`config.mk`:
```
export PLATFORM = sky130hd
export DESIGN_NAME = ifetch_buffer_flat
export DESIGN_NICKNAME = d
export VERILOG_FILES = /design/src/rtl/ifetch_pkg.sv /design/src/rtl/ifetch_buffer_if.sv /design/src/rtl/instr_fifo.sv /design/src/rtl/ifetch_buffer.sv /design/src/flat_wrapper.sv
export SDC_FILE = /design/constraint.sdc
export NUM_CORES = 1
export LEC_CHECK = 0
export BUFFER_PORTS_ARGS = -buffer_cell sky130_fd_sc_hd__clkbuf_2
export CAP_MARGIN = 40
export CORE_ASPECT_RATIO = 1.25
export CORE_MARGIN = 4
export CORE_UTILIZATION = 58
export CTS_CLUSTER_SIZE = 8
export DETAILED_ROUTE_END_ITERATION = 8
export PLACE_DENSITY = 0.86
export SYNTH_ARGS = -nofsm -noshare
export SYNTH_HDL_FRONTEND = slang
export SYNTH_SLANG_ARGS = --single-unit
export TNS_END_PERCENT = 50
```
`constraint.sdc`:
```
create_clock -name clk -period 10 [get_ports clk]
set_input_delay 0 -clock clk [delete_from_list [all_inputs] [get_ports clk]]
set_output_delay 0 -clock clk [all_outputs]
set_load 0.01 [all_outputs]
```
`src/rtl/ifetch_pkg.sv`:
```
// Shared types and constants for the instruction prefetch buffer.
package ifetch_pkg;

  localparam logic [31:0] NOP_INSTR = 32'h0000_0013;
  localparam logic [31:0] PC_STEP   = 32'd4;

  typedef struct packed {
    logic [31:0] pc;
    logic [31:0] instr;
  } fetch_entry_t;

endpackage

```
`src/rtl/ifetch_buffer_if.sv`:
```
// Instruction-memory request/grant/response bus plus the instruction
// valid/ready handshake toward the IF/ID register.
interface ifetch_buffer_if;

  logic        imem_req;
  logic [31:0] imem_addr;
  logic        imem_gnt;
  logic        imem_rvalid;
  logic [31:0] imem_rdata;
  logic        instr_valid;
  logic [31:0] instr;
  logic [31:0] instr_pc;
  logic        instr_ready;

  modport master (
    output imem_req, imem_addr, instr_valid, instr, instr_pc,
    input  imem_gnt, imem_rvalid, imem_rdata, instr_ready
  );

  modport slave (
    input  imem_req, imem_addr, instr_valid, instr, instr_pc,
    output imem_gnt, imem_rvalid, imem_rdata, instr_ready
  );

endinterface

```
`src/rtl/instr_fifo.sv`:
```
// Small synchronous FIFO of {pc, instr} entries with async reset and a
// synchronous flush that wins over push and pop.
module instr_fifo
  import ifetch_pkg::*;
#(
  parameter int DEPTH = 4,
  localparam int CW = $clog2(DEPTH + 1),
  localparam int PW = $clog2(DEPTH)
) (
  input  logic         clk,
  input  logic         reset,
  input  logic         flush,
  input  logic         push,
  input  fetch_entry_t push_data,
  input  logic         pop,
  output fetch_entry_t head,
  output logic         full,
  output logic         empty,
  output logic [CW-1:0] count
);

  fetch_entry_t  mem_q [DEPTH];
  fetch_entry_t  mem_d [DEPTH];
  logic [PW-1:0] wr_ptr_q, wr_ptr_d;
  logic [PW-1:0] rd_ptr_q, rd_ptr_d;
  logic [CW-1:0] count_q, count_d;
  logic          do_push, do_pop;

  assign full    = (count_q == CW'(DEPTH));
  assign empty   = (count_q == '0);
  assign count   = count_q;
  assign head    = mem_q[rd_ptr_q];
  assign do_push = push && !full;
  assign do_pop  = pop && !empty;

  // Pointers are PW bits wide, so DEPTH being a power of two makes them wrap naturally.
  always_comb begin
    mem_d    = mem_q;
    wr_ptr_d = wr_ptr_q;
    rd_ptr_d = rd_ptr_q;
    count_d  = count_q;
    if (flush) begin
      wr_ptr_d = '0;
      rd_ptr_d = '0;
      count_d  = '0;
    end else begin
      if (do_push) begin
        mem_d[wr_ptr_q] = push_data;
        wr_ptr_d        = wr_ptr_q + PW'(1);
      end
      if (do_pop) begin
        rd_ptr_d = rd_ptr_q + PW'(1);
      end
      count_d = count_q + CW'(do_push) - CW'(do_pop);
    end
  end

  always_ff @(posedge clk or posedge reset) begin
    if (reset) begin
      mem_q    <= '{default: '0};
      wr_ptr_q <= '0;
      rd_ptr_q <= '0;
      count_q  <= '0;
    end else begin
      mem_q    <= mem_d;
      wr_ptr_q <= wr_ptr_d;
      rd_ptr_q <= rd_ptr_d;
      count_q  <= count_d;
    end
  end

endmodule

```
`src/rtl/ifetch_buffer.sv`:
```
// Instruction prefetch buffer: credit-limited sequential fetch, in-order
// response queueing, and flush/restart on redirect with stale-response discard.
module ifetch_buffer
  import ifetch_pkg::*;
#(
  parameter int          DEPTH    = 4,
  parameter logic [31:0] RESET_PC = 32'h0000_0000
) (
  input  logic             clk,
  input  logic             reset,
  input  logic             redirect,
  input  logic [31:0]      redirect_pc,
  ifetch_buffer_if.master  bus
);

  localparam int CW = $clog2(DEPTH + 1);
  localparam logic [CW:0] CREDIT_LIMIT = (CW + 1)'(DEPTH);

  logic [31:0]   fetch_pc_q, fetch_pc_d;
  logic [31:0]   resp_pc_q, resp_pc_d;
  logic [CW-1:0] live_q, live_d;
  logic [CW-1:0] discard_q, discard_d;

  logic [CW-1:0] fifo_count;
  logic [CW:0]   in_flight;
  logic          fifo_full, fifo_empty;
  logic          grant, keep, drop, push, pop;
  logic [31:0]   target;
  fetch_entry_t  push_entry, head;

  assign target    = redirect_pc & 32'hFFFF_FFFC;
  assign in_flight = {1'b0, fifo_count} + {1'b0, live_q};

  assign bus.imem_req  = !reset && !redirect && (in_flight < CREDIT_LIMIT);
  assign bus.imem_addr = fetch_pc_q;

  assign grant      = bus.imem_req && bus.imem_gnt;
  assign drop       = bus.imem_rvalid && (discard_q != '0);
  assign keep       = bus.imem_rvalid && (discard_q == '0) && !redirect;
  assign push       = keep && !fifo_full;
  assign pop        = !fifo_empty && bus.instr_ready && !redirect;
  assign push_entry = '{pc: resp_pc_q, instr: bus.imem_rdata};

  // In a redirect cycle every arriving response is stale, whether it was
  // already marked for discard or was still live, so it retires one credit.
  always_comb begin
    fetch_pc_d = fetch_pc_q;
    resp_pc_d  = resp_pc_q;
    live_d     = live_q;
    discard_d  = discard_q;
    if (redirect) begin
      fetch_pc_d = target;
      resp_pc_d  = target;
      live_d     = '0;
      discard_d  = discard_q + live_q - CW'(bus.imem_rvalid);
    end else begin
      if (grant) fetch_pc_d = fetch_pc_q + PC_STEP;
      if (keep)  resp_pc_d  = resp_pc_q + PC_STEP;
      if (drop)  discard_d  = discard_q - CW'(1);
      live_d = live_q + CW'(grant) - CW'(keep);
    end
  end

  always_ff @(posedge clk or posedge reset) begin
    if (reset) begin
      fetch_pc_q <= RESET_PC;
      resp_pc_q  <= RESET_PC;
      live_q     <= '0;
      discard_q  <= '0;
    end else begin
      fetch_pc_q <= fetch_pc_d;
      resp_pc_q  <= resp_pc_d;
      live_q     <= live_d;
      discard_q  <= discard_d;
    end
  end

  instr_fifo #(.DEPTH(DEPTH)) u_fifo (
    .clk       (clk),
    .reset     (reset),
    .flush     (redirect),
    .push      (push),
    .push_data (push_entry),
    .pop       (pop),
    .head      (head),
    .full      (fifo_full),
    .empty     (fifo_empty),
    .count     (fifo_count)
  );

  assign bus.instr_valid = !fifo_empty;
  assign bus.instr       = fifo_empty ? NOP_INSTR : head.instr;
  assign bus.instr_pc    = fifo_empty ? 32'h0 : head.pc;

endmodule

```
`src/flat_wrapper.sv`:
```
// flat-port wrapper written by rule: the top's interface ports become plain ports
module ifetch_buffer_flat import ifetch_pkg::*;
#(
  parameter int          DEPTH    = 4,
  parameter logic [31:0] RESET_PC = 32'h0000_0000
)
  (clk, reset, redirect, redirect_pc, bus_imem_req, bus_imem_addr, bus_instr_valid, bus_instr, bus_instr_pc, bus_imem_gnt, bus_imem_rvalid, bus_imem_rdata, bus_instr_ready);
  ifetch_buffer_if bus_i ();
  input  logic clk;
  input  logic reset;
  input  logic redirect;
  input  logic [31:0] redirect_pc;
  output wire logic [$bits(bus_i.imem_req)-1:0] bus_imem_req;
  output wire logic [$bits(bus_i.imem_addr)-1:0] bus_imem_addr;
  output wire logic [$bits(bus_i.instr_valid)-1:0] bus_instr_valid;
  output wire logic [$bits(bus_i.instr)-1:0] bus_instr;
  output wire logic [$bits(bus_i.instr_pc)-1:0] bus_instr_pc;
  input wire logic [$bits(bus_i.imem_gnt)-1:0] bus_imem_gnt;
  input wire logic [$bits(bus_i.imem_rvalid)-1:0] bus_imem_rvalid;
  input wire logic [$bits(bus_i.imem_rdata)-1:0] bus_imem_rdata;
  input wire logic [$bits(bus_i.instr_ready)-1:0] bus_instr_ready;
  assign bus_imem_req = bus_i.imem_req;
  assign bus_imem_addr = bus_i.imem_addr;
  assign bus_instr_valid = bus_i.instr_valid;
  assign bus_instr = bus_i.instr;
  assign bus_instr_pc = bus_i.instr_pc;
  assign bus_i.imem_gnt = bus_imem_gnt;
  assign bus_i.imem_rvalid = bus_imem_rvalid;
  assign bus_i.imem_rdata = bus_imem_rdata;
  assign bus_i.instr_ready = bus_instr_ready;
  ifetch_buffer #(.DEPTH(DEPTH), .RESET_PC(RESET_PC)) u_core (.clk(clk), .reset(reset), .redirect(redirect), .redirect_pc(redirect_pc), .bus(bus_i));
endmodule
```
==> impl_metrics.toml <==
[setup_path]
crit_type = "reg -> reg"
crit_family = "simple AND/OR/NAND/NOR gates"
reg2reg_from = "u_core.u_fifo.count[2]"
cpMaxStageDelayCell = "inv_1"
crit_fanout = 25
slowest_delay_ps = 600
crit_path_start_kind = "flop"
cp-end-kind = "flop"
r2r_cells = 8
reg2reg_to = "u_core.bus.imem_addr[5]"
path_buf_inv = 2
path_cells = "ha_1 -> nor4_1 -> nand4_1 -> buf_4 -> inv_1 -> nor2_1 -> a21o_1 -> a221o_1"
cp.arrival_ps = 3620
worstPathRequired_ps = 10410
critical_path_cell_count = 8
regToRegSetupSlack_ps = 6790

[layout]
num_antenna_cells = 0
fin_nets = 1464
area_delta_synth_final_pct = 19.0
layout-drive-gt1-share_pct = 40.7

[die]
initial_core_util_pct = 59.0
die_h_um = 190
dieArea_sq_um = 29300
coreArea_sq_um = 26200
rows = 66
die_w_um = 154
ios = 168

[timing]
worst_slew_pin_slew_ps = 979
fmax_mhz = 311
period_minus_slack_ps = 3210
finalSetupViolations = 0
skew_ps = 16.4
max-slew-margin-rel_pct = 34.5
final.setup.tns_ps = 0
slew_viol_final = 0
holdWs_ps = 76.9
min_period_over_period_pct = 32.1
rsz0062_at_grt = "false"
finalHoldViolations = 0

[clock_tree]
clkSinkCount = 321
clk_pin_slew_ps = 50
cts_tree = "built"
htreeDepth = 2
root_buffer = "clkbuf_16"
post_cts_buffers = 0
cts_buffer_depth = 3
cts_buffers = 46
clk_latency_ps = 520

[synthesis]
syn_inst = 1158
ys_types = 58
synthFlopType = "dfrtp_1"
synth_area_per_cell_sq_um = 13.3
synth_area_sq_um = 15500
synth_area_leaders = "dfrtp_1, mux2_2, mux4_2"
synthDominantCellAreaShare_pct = 52.0
synth_seq_cells = 321
synthMostInstantiatedCell = "dfrtp_1"
ys_top_cells_by_count = "dfrtp_1, mux2_2, nand2_1"
yosysWarnings = 0
synth-edff-count = 0
synthArstFlopShare_pct = 100
synth_sequential_area_ratio_pct = 52.0
yosys.area.top_type = "dfrtp_1"

[route]
ant_nets = 0
wl_per_cell_um = 20.9
dr.pass1.iters = 5
drc = 0
dr_total_vias = 10400
drt_wl_total_um = 35900
via_per_inst = 6.08
drt_iter0_drc = 578

[pwr]
p_leak_nw = 8.73
ir_drop_v = 0.000133
powerDensity_nw_per_um2 = 234

[placement]
hpwl_um = 21800
place.gp.congestion = 0.867
io_buffers = 161

[status]
status = "finished clean"

[global_route]
antenna_found_initial = 1
grt_usage_pct = 24.9
grt_pass1_wl_um = 59600
grt_pass1_vias = 11600
grt_max_degree = 86
grt-ovfl-total = 0

[min_path]
hold_path.startpoint = "bus_imem_gnt"
hp-class = "in -> reg"
holdPathEnd = "u_core.bus.imem_addr[2]"
min_path_cells = 4

[job]
drv_cap = 0
## kinds of logic after synthesis
group | count (synthesis) | share of synthesized area [%]
DFF | 321 | 52.0
muxes | 305 | 26.7
and+or+nand+nor | 275 | 10.1
buffers and inverters | 106 | 3.49
AOI/OAI and AO/OA | 87 | 3.47
xor gates and xnor gates | 43 | 2.44
adders and majority gates | 20 | 1.77
other | 1 | 0.0243
## worst reg2reg max path: stages (launching register included)
cell,delay [ps]
dfrtp_1,450
ha_1,330
nor4_1,350
nand4_1,130
buf_4,230
inv_1,600
nor2_1,440
a21o_1,270
a221o_1,290
## layout by cell type, fill, tap and decap left out, drive strengths merged, types with 8 or more instances in the layout
cell type	count
dfrtp	321
mux2	242
clkbuf	210
nand2	67
dlygate4sd3	65
and2	63
mux4	62
o21ai	46
nand3	36
nor2	26
inv	26
nand4	26
xor2	22
xnor2	21
buf	20
ha	17
o211ai	15
and3	11
nor4	10
nor3	9
a21oi	8
## final cells by class
cell class                 count  area (sq um)
fill                        1704          7790
sequential                   321          8040
tap                          340           425
multi-input combinational    734          6900
clock inverter                 2          17.5
inverter                      25           101
timing repair buffer         246          1720
clock buffer                  49          1180
## metrics by stage
step                      utilization, %  setup WS, ps  instance area, sq um  power (W)  std cells
after floorplan                        -          1120                 15500    0.00256       1161
after global placement              62.5          6930                 16400    0.00288       1594
after detailed placement            63.2          6860                 16500    0.00296       1601
after CTS                           70.3          6860                 18400    0.00434       1717
after global routing                70.3          6620                 18400    0.00452       1717
final                               70.3          6790                 18400    0.00430       1717
## flip-flops by register name (all words and copies together), names as in the netlist
name	flops
u_core.bus.imem_addr	30
u_core.discard_q	3
u_core.live_q	3
u_core.resp_pc_q	30
u_core.u_fifo.count	3
u_core.u_fifo.mem_q	248
u_core.u_fifo.rd_ptr_q	2
u_core.u_fifo.wr_ptr_q	2
## worst max-delay path by stage
stage                                start                       end
floorplan                            reset  u_core.bus.imem_addr[10]
global placement    u_core.u_fifo.count[2]   u_core.bus.imem_addr[5]
detailed placement  u_core.u_fifo.count[2]   u_core.bus.imem_addr[5]
CTS                 u_core.u_fifo.count[2]   u_core.bus.imem_addr[5]
global route        u_core.u_fifo.count[2]   u_core.bus.imem_addr[5]
finish              u_core.u_fifo.count[2]   u_core.bus.imem_addr[5]
## report_power, final
group | internal (W) | total [W] | switching (W)
registers | 0.00155 | 0.00176 | 0.000204
clock network | 0.000822 | 0.00133 | 0.000510
logic | 0.000646 | 0.00121 | 0.000563
## what timing repair did
action	4_1_cts	5_1_grt
resized for setup	0	0
hold buffers	65	0
hold endpoints to repair	273	0
endpoints found under the setup margin	0	0
## metal layers
layer	GRT usage, %	part of all wire [%]	up-vias
met4	7.78	2.7	2
met3	4.81	6.4	94
li1	-	-	4593
met5	0	0.022	-
met2	43.6	51	443
met1	31.6	40	5314
No activity file was read; power rests on OpenSTA's default activity.
